$ cat config.mk
export PLATFORM = sky130hd
export DESIGN_NAME = sample_buffer_flat
export DESIGN_NICKNAME = d
export VERILOG_FILES = /design/src/rtl/sample_buffer_pkg.sv /design/src/rtl/sample_buffer_if.sv /design/src/rtl/sample_fifo_ram.sv /design/src/rtl/sample_buffer.sv /design/src/flat_wrapper.sv
export SDC_FILE = /design/constraint.sdc
export NUM_CORES = 1
export LEC_CHECK = 0
export ABC_AREA = 1
export BUFFER_PORTS_ARGS = -buffer_cell sky130_fd_sc_hd__clkbuf_2
export CORE_ASPECT_RATIO = 1.4
export CORE_MARGIN = 2
export CORE_UTILIZATION = 55
export DETAILED_ROUTE_END_ITERATION = 7
export GPL_ROUTABILITY_DRIVEN = 0
export PLACE_DENSITY = 0.73
export SETUP_SLACK_MARGIN = 0.1
export SLEW_MARGIN = 20
export SYNTH_ARGS = -nofsm -noshare
export SYNTH_HDL_FRONTEND = slang
export SYNTH_SLANG_ARGS = --single-unit
$ cat constraint.sdc
create_clock -name slow_clk -period 6.6 [get_ports slow_clk]
set_clock_uncertainty 0.15 [all_clocks]
set_input_delay 0.99 -clock slow_clk [delete_from_list [all_inputs] [get_ports slow_clk]]
set_output_delay 0.99 -clock slow_clk [all_outputs]
set_load 0.1 [all_outputs]
$ cat src/rtl/sample_buffer_pkg.sv
// Shared defaults and width helper for the sample buffer.
package sample_buffer_pkg;

  localparam int DEF_DATA_W   = 32;
  localparam int DEF_DEPTH    = 8;
  localparam int DEF_AFULL_TH = 6;
  localparam int DEF_DROP_W   = 16;

  // Width of a wrap-bit pointer and of the 0..depth level value.
  function automatic int lvl_w(input int depth);
    return $clog2(depth) + 1;
  endfunction

endpackage

$ cat src/rtl/sample_buffer_if.sv
// Bundles the sampler input, consumer stream and status lines of the sample buffer.
interface sample_buffer_if
  import sample_buffer_pkg::*;
#(
  parameter int DATA_W = DEF_DATA_W,
  parameter int DEPTH  = DEF_DEPTH,
  parameter int DROP_W = DEF_DROP_W
);

  logic                      valid_i;
  logic [DATA_W-1:0]         data_i;
  logic                      valid_o;
  logic                      ready_i;
  logic [DATA_W-1:0]         data_o;
  logic [lvl_w(DEPTH)-1:0]   level_o;
  logic                      afull_o;
  logic                      overflow_o;
  logic [DROP_W-1:0]         drop_cnt_o;
  logic                      clr_i;

  // Buffer side.
  modport slave (
    input  valid_i, data_i, ready_i, clr_i,
    output valid_o, data_o, level_o, afull_o, overflow_o, drop_cnt_o
  );

  // Sampler / consumer / supervisor side.
  modport master (
    output valid_i, data_i, ready_i, clr_i,
    input  valid_o, data_o, level_o, afull_o, overflow_o, drop_cnt_o
  );

endinterface

$ cat src/rtl/sample_fifo_ram.sv
// Sample storage: one synchronous write port, one asynchronous (show-ahead) read port, no reset.
module sample_fifo_ram #(
  parameter int DATA_W = 32,
  parameter int DEPTH  = 8
) (
  input  logic                     clk,
  input  logic                     we,
  input  logic [$clog2(DEPTH)-1:0] waddr,
  input  logic [DATA_W-1:0]        wdata,
  input  logic [$clog2(DEPTH)-1:0] raddr,
  output logic [DATA_W-1:0]        rdata
);

  logic [DATA_W-1:0] mem [DEPTH];

  // Write the accepted sample into its slot.
  always_ff @(posedge clk) begin
    if (we) begin
      mem[waddr] <= wdata;
    end
  end

  assign rdata = mem[raddr];

endmodule

$ cat src/rtl/sample_buffer.sv
// Absorbs unstallable sampler pulses into a show-ahead FIFO and re-presents them
// on a valid/ready stream, with level, almost-full, sticky overflow and drop count.
module sample_buffer
  import sample_buffer_pkg::*;
#(
  parameter int DATA_W   = DEF_DATA_W,
  parameter int DEPTH    = DEF_DEPTH,
  parameter int AFULL_TH = DEF_AFULL_TH,
  parameter int DROP_W   = DEF_DROP_W
) (
  input  logic             slow_clk,
  input  logic             rst,
  sample_buffer_if.slave   bus
);

  localparam int LW = lvl_w(DEPTH);
  localparam int AW = $clog2(DEPTH);

  logic [LW-1:0]     wr_ptr_q, wr_ptr_d;
  logic [LW-1:0]     rd_ptr_q, rd_ptr_d;
  logic              overflow_q, overflow_d;
  logic [DROP_W-1:0] drop_cnt_q, drop_cnt_d;

  logic          empty, full, pop, push, drop;
  logic [LW-1:0] level;

  // Pointer compare: the MSB is a wrap bit, so equal pointers mean empty and
  // equal indices with differing wrap bits mean full.
  assign empty = (wr_ptr_q == rd_ptr_q);
  assign full  = (wr_ptr_q[AW-1:0] == rd_ptr_q[AW-1:0]) && (wr_ptr_q[AW] != rd_ptr_q[AW]);
  assign level = wr_ptr_q - rd_ptr_q;

  assign pop  = !empty && bus.ready_i;
  // A pop in the same cycle frees a slot, so a full FIFO still takes the sample.
  assign push = bus.valid_i && (!full || pop);
  assign drop = bus.valid_i && full && !pop;

  // Next-state for pointers, sticky flag and saturating drop counter.
  always_comb begin
    wr_ptr_d   = wr_ptr_q;
    rd_ptr_d   = rd_ptr_q;
    overflow_d = overflow_q;
    drop_cnt_d = drop_cnt_q;
    if (push) begin
      wr_ptr_d = wr_ptr_q + LW'(1);
    end
    if (pop) begin
      rd_ptr_d = rd_ptr_q + LW'(1);
    end
    if (bus.clr_i) begin
      // A drop coinciding with the clear is counted as the first new event.
      overflow_d = drop;
      drop_cnt_d = drop ? DROP_W'(1) : '0;
    end else if (drop) begin
      overflow_d = 1'b1;
      if (drop_cnt_q != {DROP_W{1'b1}}) begin
        drop_cnt_d = drop_cnt_q + DROP_W'(1);
      end
    end
  end

  // State registers, cleared asynchronously.
  always_ff @(posedge slow_clk or negedge rst) begin
    if (!rst) begin
      wr_ptr_q   <= '0;
      rd_ptr_q   <= '0;
      overflow_q <= 1'b0;
      drop_cnt_q <= '0;
    end else begin
      wr_ptr_q   <= wr_ptr_d;
      rd_ptr_q   <= rd_ptr_d;
      overflow_q <= overflow_d;
      drop_cnt_q <= drop_cnt_d;
    end
  end

  sample_fifo_ram #(
    .DATA_W (DATA_W),
    .DEPTH  (DEPTH)
  ) u_ram (
    .clk   (slow_clk),
    .we    (push),
    .waddr (wr_ptr_q[AW-1:0]),
    .wdata (bus.data_i),
    .raddr (rd_ptr_q[AW-1:0]),
    .rdata (bus.data_o)
  );

  // All status outputs come from registered state only.
  assign bus.valid_o    = !empty;
  assign bus.level_o    = level;
  assign bus.afull_o    = (level >= LW'(AFULL_TH));
  assign bus.overflow_o = overflow_q;
  assign bus.drop_cnt_o = drop_cnt_q;

endmodule

$ cat src/flat_wrapper.sv
// flat-port wrapper written by rule: the top's interface ports become plain ports
module sample_buffer_flat import sample_buffer_pkg::*;
#(
  parameter int DATA_W   = DEF_DATA_W,
  parameter int DEPTH    = DEF_DEPTH,
  parameter int AFULL_TH = DEF_AFULL_TH,
  parameter int DROP_W   = DEF_DROP_W
)
  (slow_clk, rst, bus_valid_i, bus_data_i, bus_ready_i, bus_clr_i, bus_valid_o, bus_data_o, bus_level_o, bus_afull_o, bus_overflow_o, bus_drop_cnt_o);
  sample_buffer_if #(.DATA_W(DATA_W), .DEPTH(DEPTH), .DROP_W(DROP_W)) bus_i ();
  input  logic slow_clk;
  input  logic rst;
  input wire logic [$bits(bus_i.valid_i)-1:0] bus_valid_i;
  input wire logic [$bits(bus_i.data_i)-1:0] bus_data_i;
  input wire logic [$bits(bus_i.ready_i)-1:0] bus_ready_i;
  input wire logic [$bits(bus_i.clr_i)-1:0] bus_clr_i;
  output wire logic [$bits(bus_i.valid_o)-1:0] bus_valid_o;
  output wire logic [$bits(bus_i.data_o)-1:0] bus_data_o;
  output wire logic [$bits(bus_i.level_o)-1:0] bus_level_o;
  output wire logic [$bits(bus_i.afull_o)-1:0] bus_afull_o;
  output wire logic [$bits(bus_i.overflow_o)-1:0] bus_overflow_o;
  output wire logic [$bits(bus_i.drop_cnt_o)-1:0] bus_drop_cnt_o;
  assign bus_i.valid_i = bus_valid_i;
  assign bus_i.data_i = bus_data_i;
  assign bus_i.ready_i = bus_ready_i;
  assign bus_i.clr_i = bus_clr_i;
  assign bus_valid_o = bus_i.valid_o;
  assign bus_data_o = bus_i.data_o;
  assign bus_level_o = bus_i.level_o;
  assign bus_afull_o = bus_i.afull_o;
  assign bus_overflow_o = bus_i.overflow_o;
  assign bus_drop_cnt_o = bus_i.drop_cnt_o;
  sample_buffer #(.DATA_W(DATA_W), .DEPTH(DEPTH), .AFULL_TH(AFULL_TH), .DROP_W(DROP_W)) u_core (.slow_clk(slow_clk), .rst(rst), .bus(bus_i));
endmodule
; Word-level counts from Yosys, hierarchy flattened
; Memories as Yosys holds them, arrays and structs flattened.
; Cells that the tools add are included.
[word_totals]
ff_bits = 25
ramBits = 256
in_bits = 37
output_inout_bits = 55
elab_cells = 34
mem_count = 1
[classes]
add_sub_neg = 4
order_cmp = 1
eq_ne = 4
mux = 8
reduce_logical = 12
[mem_list]
columns = name, words, width, read_ports, rd_clocked_by_memory_dff, wr, line_no
row1 = u_core.u_ram.mem, 8, 32, 1, 0, 1, sample_fifo_ram.sv:14  ; logic [DATA_W-1:0] mem [DEPTH];
[ops]
columns = op, count
row1 = two-way mux 16 bit, 3
row2 = "adder 16 x 1 -> 16 bit, second input constant", 1
row3 = "inequality test 16 bit, second input constant", 1
row4 = "adder 4 x 1 -> 4 bit, second input constant", 2
row5 = logical AND 1 bit, 5
row6 = two-way mux 1 bit, 5
row7 = == test 4 bit, 1
row8 = "greater-or-equal comparator 4 x 3 -> 1 bit, second input constant", 1
row9 = nonzero test 2 bit, 2
row10 = subtractor 4 bit, 1
row11 = == test 3 bit, 1
row12 = logical NOT 1 bit, 3
row13 = AND reduction 2 bit, 1
row14 = logical OR 1 bit, 1
row15 = inequality test 1 bit, 1

; Logic depth before layout (Yosys ltp)
[logic_depth]
word_depth = 7
ltp_mapped = 13

; Hierarchy
; Synthesis repeated with hierarchy kept, for this count alone.
[unflattened]
hier_cells = 1338
hier_area_um2 = 12819.8
[modules_own_cells]
columns = mod, instances, cells_each, area_per_inst_um2
row1 = sample_fifo_ram, 1, 1124, 11232.0
row2 = sample_buffer, 1, 214, 1587.8

; Least setup slack after synthesis
; No wires, ideal clock.
[synth_path]
path_type = register -> register
from = register u_core.rd_ptr_q[1]
to = memory u_core.u_ram.mem[6][0], enable pin
setup_ns = 0.461
arrival_time_ns = 4.047
required_time_ns = 5.989
setup_slack_ns = 1.942
stages_incl_launch_ff = 12
synth_period_minus_slack_ns = 4.658
path_cell_list = dfrtp_1 -> inv_1 -> clkbuf_1 -> clkbuf_1 -> ha_1 -> nand3_1 -> nor2_1 -> nand2_1 -> nand2_1 -> inv_1 -> nand2_1 -> nor3_1
[synth_via]
elab_chain_cells = 7
elab_cells_between_ends = 10
cone_classes = 2 x eq/ne / 2 x mux / 6 x reduce/logical
[synth_lines]
columns = item, line_no
row1 = "start, declared", sample_buffer.sv:20  ; logic [LW-1:0] rd_ptr_q, rd_ptr_d;
row2 = "start signal, assigned", sample_buffer.sv:71  ; rd_ptr_q <= rd_ptr_d;
row3 = == test 4 bit or == test 3 bit (tied branches), "sample_buffer.sv:29, sample_buffer.sv:30"
row4 = logical NOT 1 bit or logical AND 1 bit (tied branches), "sample_buffer.sv:33, sample_buffer.sv:30"
row5 = logical AND 1 bit or logical NOT 1 bit (tied branches), "sample_buffer.sv:33, sample_buffer.sv:35"
row6 = logical OR 1 bit *, sample_buffer.sv:35  ; assign push = bus.valid_i && (!full || pop);
row7 = logical AND 1 bit *, sample_buffer.sv:35
row8 = two-way mux 1 bit *, sample_fifo_ram.sv:18  ; if (we) begin
row9 = two-way mux 1 bit (not written as such) *, sample_fifo_ram.sv:19  ; mem[waddr] <= wdata;
row10 = "end, declared", sample_fifo_ram.sv:14
; Mark *: on every way between the ends. The rest lies on a longest branch, timed or not.

; Worst setup path after layout
[layout_path]
from = register u_core.rd_ptr_q[0]
to = output bus_data_o[4]
[layout_via]
elab_chain_cells = 1
[layout_lines]
columns = item, line_no
row1 = memory read (8 x 32 bit), n/a
row2 = "end, declared", flat_wrapper.sv:18  ; output wire logic [$bits(bus_i.data_o)-1:0] bus_data_o;
; Every way passes these cells.

==> results.json <==
{
  "portBuffers": 91,
  "synth_warnings": 0,
  "ys_types": 32,
  "clkSlewWorstSetupHoldPaths_ns": 0.06,
  "rsz0062_at_grt": "false",
  "first_pass_iters": 5,
  "n_antenna_cell": 0,
  "critical_path_class": "register to primary output",
  "rr_worst_depth": 11,
  "max_freq_mhz": 209.1,
  "hold_viol_final": 0,
  "synth_area_per_cell_um2": 11.75,
  "syn2layout_area_growth_pct": 13.16,
  "grt_util_all_layers_pct": 22.05,
  "fin_nets": 1105,
  "synth_mux_area_share_pct": 0,
  "die_y_um": 175.2,
  "first_global_vias": 7385,
  "ant_nets": 0,
  "synth-main-ff-cell": "edfxtp_1",
  "ctsResizeCount": 0,
  "yosysSeqAreaShare_pct": 72.20,
  "die_area_um2": 22120,
  "start_util_pct": 56.01,
  "yosys.area_share.xor_xnor_pct": 0.6738,
  "drt_iter0_drc": 672,
  "die_w_um": 126.3,
  "vias_per_cell": 5.765,
  "overflow": 0,
  "cts-buffers-inserted": 26,
  "numClockSinks": 281,
  "dpl.hpwl_um": 13750,
  "rrSetupSlack_ns": 3.05,
  "arrival_ns": 3.64,
  "ctsRootBufferMaster": "clkbuf_16",
  "grt_antenna_before_repair": 0,
  "final_core_util_pct": 63.38,
  "clk_path_buf_depth": 3,
  "status": "complete, no violations",
  "yosys.area_share.simple_pct": 13.40,
  "synth_top_family_by_area": "simple AND/OR/NAND/NOR gates",
  "synth_compound_area_share_pct": 10.07,
  "drive_gt1_share_pct": 15.29,
  "critPathCaptureType": "primary output",
  "crit_path_end": "bus_data_o[4]",
  "relSlewSlack_pct": 32.73,
  "final_max_slew_viol_count": 0,
  "worst_pin_slew_ns": 1.007,
  "min_path_type": "primary input to async pin",
  "placementRows": 62,
  "setup_violations": 0,
  "async_flop_share_pct": 8.897,
  "maxCapViolCount": 0,
  "r2r-start": "u_core.rd_ptr_q[2]",
  "synth.ff_latch_count": 281,
  "cts_tree": "yes",
  "finalSetupTns_ns": 0,
  "drc": 0,
  "totalWireLength_um": 24650,
  "crit_fanout": 92,
  "insertion_delay_ns": 0.52,
  "synth_fa_ha_area_share_pct": 0.8259,
  "postCtsHoldBufs": 0,
  "synth_edf_count": 256,
  "io_pins": 92,
  "h-tree-depth": 1,
  "wl_per_cell_um": 18.46,
  "cts_setup_buffers": 0,
  "cp-start-kind": "register",
  "grt_pass1_wl_um": 38530,
  "synthCells": 980,
  "crit-reg2reg-capture": "u_core.u_ram.mem[2][9]",
  "grt_max_degree": 93,
  "cp.required_ns": 5.46,
  "syn_area_um2": 11510,
  "period_minus_slack_ns": 4.783,
  "fin_crit_sh_pct": 72.47,
  "synthesis.nets": 1024,
  "num_vias": 7696,
  "startpoint": "u_core.rd_ptr_q[0]",
  "core_um2": 20560
}
per-layer routing:
metal | global-route usage, % | part of all wire [%] | up-vias
met3 | 3.246 | 6.5 | 40
met5 | 0 | 0 | -
met4 | 5.998 | 1.9 | 0
met1 | 28.52 | 41 | 3719
li1 | - | - | 3614
met2 | 39.05 | 51 | 323
cell type report:
cell class / instances / area [um2]
flip-flops and latches: 281 / 8318
fillers: 1577 / 7528
multi-input cells: 622 / 2933
clock buffers: 33 / 698.2
repair buffers: 105 / 580.6
well taps: 256 / 320.3
inverters: 25 / 95.09
clock inverters: 13 / 83.83
critical path, cell delays in order, from the launching register on:
cell      delay (ns)
dfrtp_4         0.66
clkinv_2        0.44
buf_4           0.79
nor2_1          0.08
o21ai_0         0.20
a21oi_1         0.06
a31oi_1         0.29
clkbuf_2        0.52
how the worst min path moves through the flow:
| stage | start | end | slack, ns | cells past startpoint |
|---|---|---|---|---|
| after detailed placement | u_core.bus.overflow_o | u_core.bus.overflow_o | 0.32 | 2 |
| after global placement | u_core.bus.overflow_o | u_core.bus.overflow_o | 0.31 | 2 |
| after global routing | u_core.bus.overflow_o | u_core.bus.overflow_o | 0.36 | 2 |
| after CTS | u_core.bus.overflow_o | u_core.bus.overflow_o | 0.33 | 2 |
| final | rst | u_core.wr_ptr_q[2] | 0.33 | 1 |
| after floorplan | u_core.wr_ptr_q[3] | u_core.wr_ptr_q[3] | 0.34 | 1 |
kinds of logic after synthesis:
logic type | count (synthesis)
compound gates | 217
flops | 281
fa+ha+maj | 7
simple gates | 390
xor+xnor | 8
buf+inv | 77
metrics by stage:
step | instances | hold slack [ns] | cell area (um2) | setup slack [ns]
floorplan | 980 | 0.3428 | 11510 | 1.942
global placement | 1288 | 0.3145 | 12220 | 2.420
detailed placement | 1288 | 0.3156 | 12220 | 2.371
CTS | 1334 | 0.3319 | 13000 | 1.796
global route | 1335 | 0.3642 | 13030 | 1.562
finish | 1335 | 0.3295 | 13030 | 1.817
placed cells by master, fill, tap and decap left out, types with 9 or more instances in the layout:
cell type and count:
a21oi_1 35, clkbuf_16 27, a31oi_1 32, inv_1 21
edfxtp_1 256, buf_4 13, nand3_1 31, clkinv_1 9
nor2_1 178, dfrtp_1 23, o21ai_0 139, clkbuf_2 91
nand2_1 161
synth_stat cells (all sizes together) (2+ instances only):
cell type / count / area [um2]
or2: 5 / 31.28
a21oi: 35 / 175.2
nor3: 2 / 15.01
clkbuf: 31 / 116.4
clkinv: 2 / 7.510
nand3: 32 / 165.2
edfxtp: 256 / 7687
nand2: 161 / 604.3
xor2: 7 / 68.82
o21ai: 146 / 753.2
dfrtp: 25 / 625.6
buf: 21 / 115.1
ha: 6 / 75.07
a31oi: 32 / 200.2
inv: 23 / 86.33
nor2: 185 / 694.4
nand4: 4 / 25.02
sequential cells by signal, summed over array words and instances (netlist names):
name	cells
u_core.wr_ptr_q	4
u_core.bus.drop_cnt_o	16
u_core.u_ram.mem	256
u_core.bus.overflow_o	1
u_core.rd_ptr_q	4
Power is left out: the tool's default activity adds up to more than one toggle a clock period on the data nets, which glitch-free logic cannot reach.
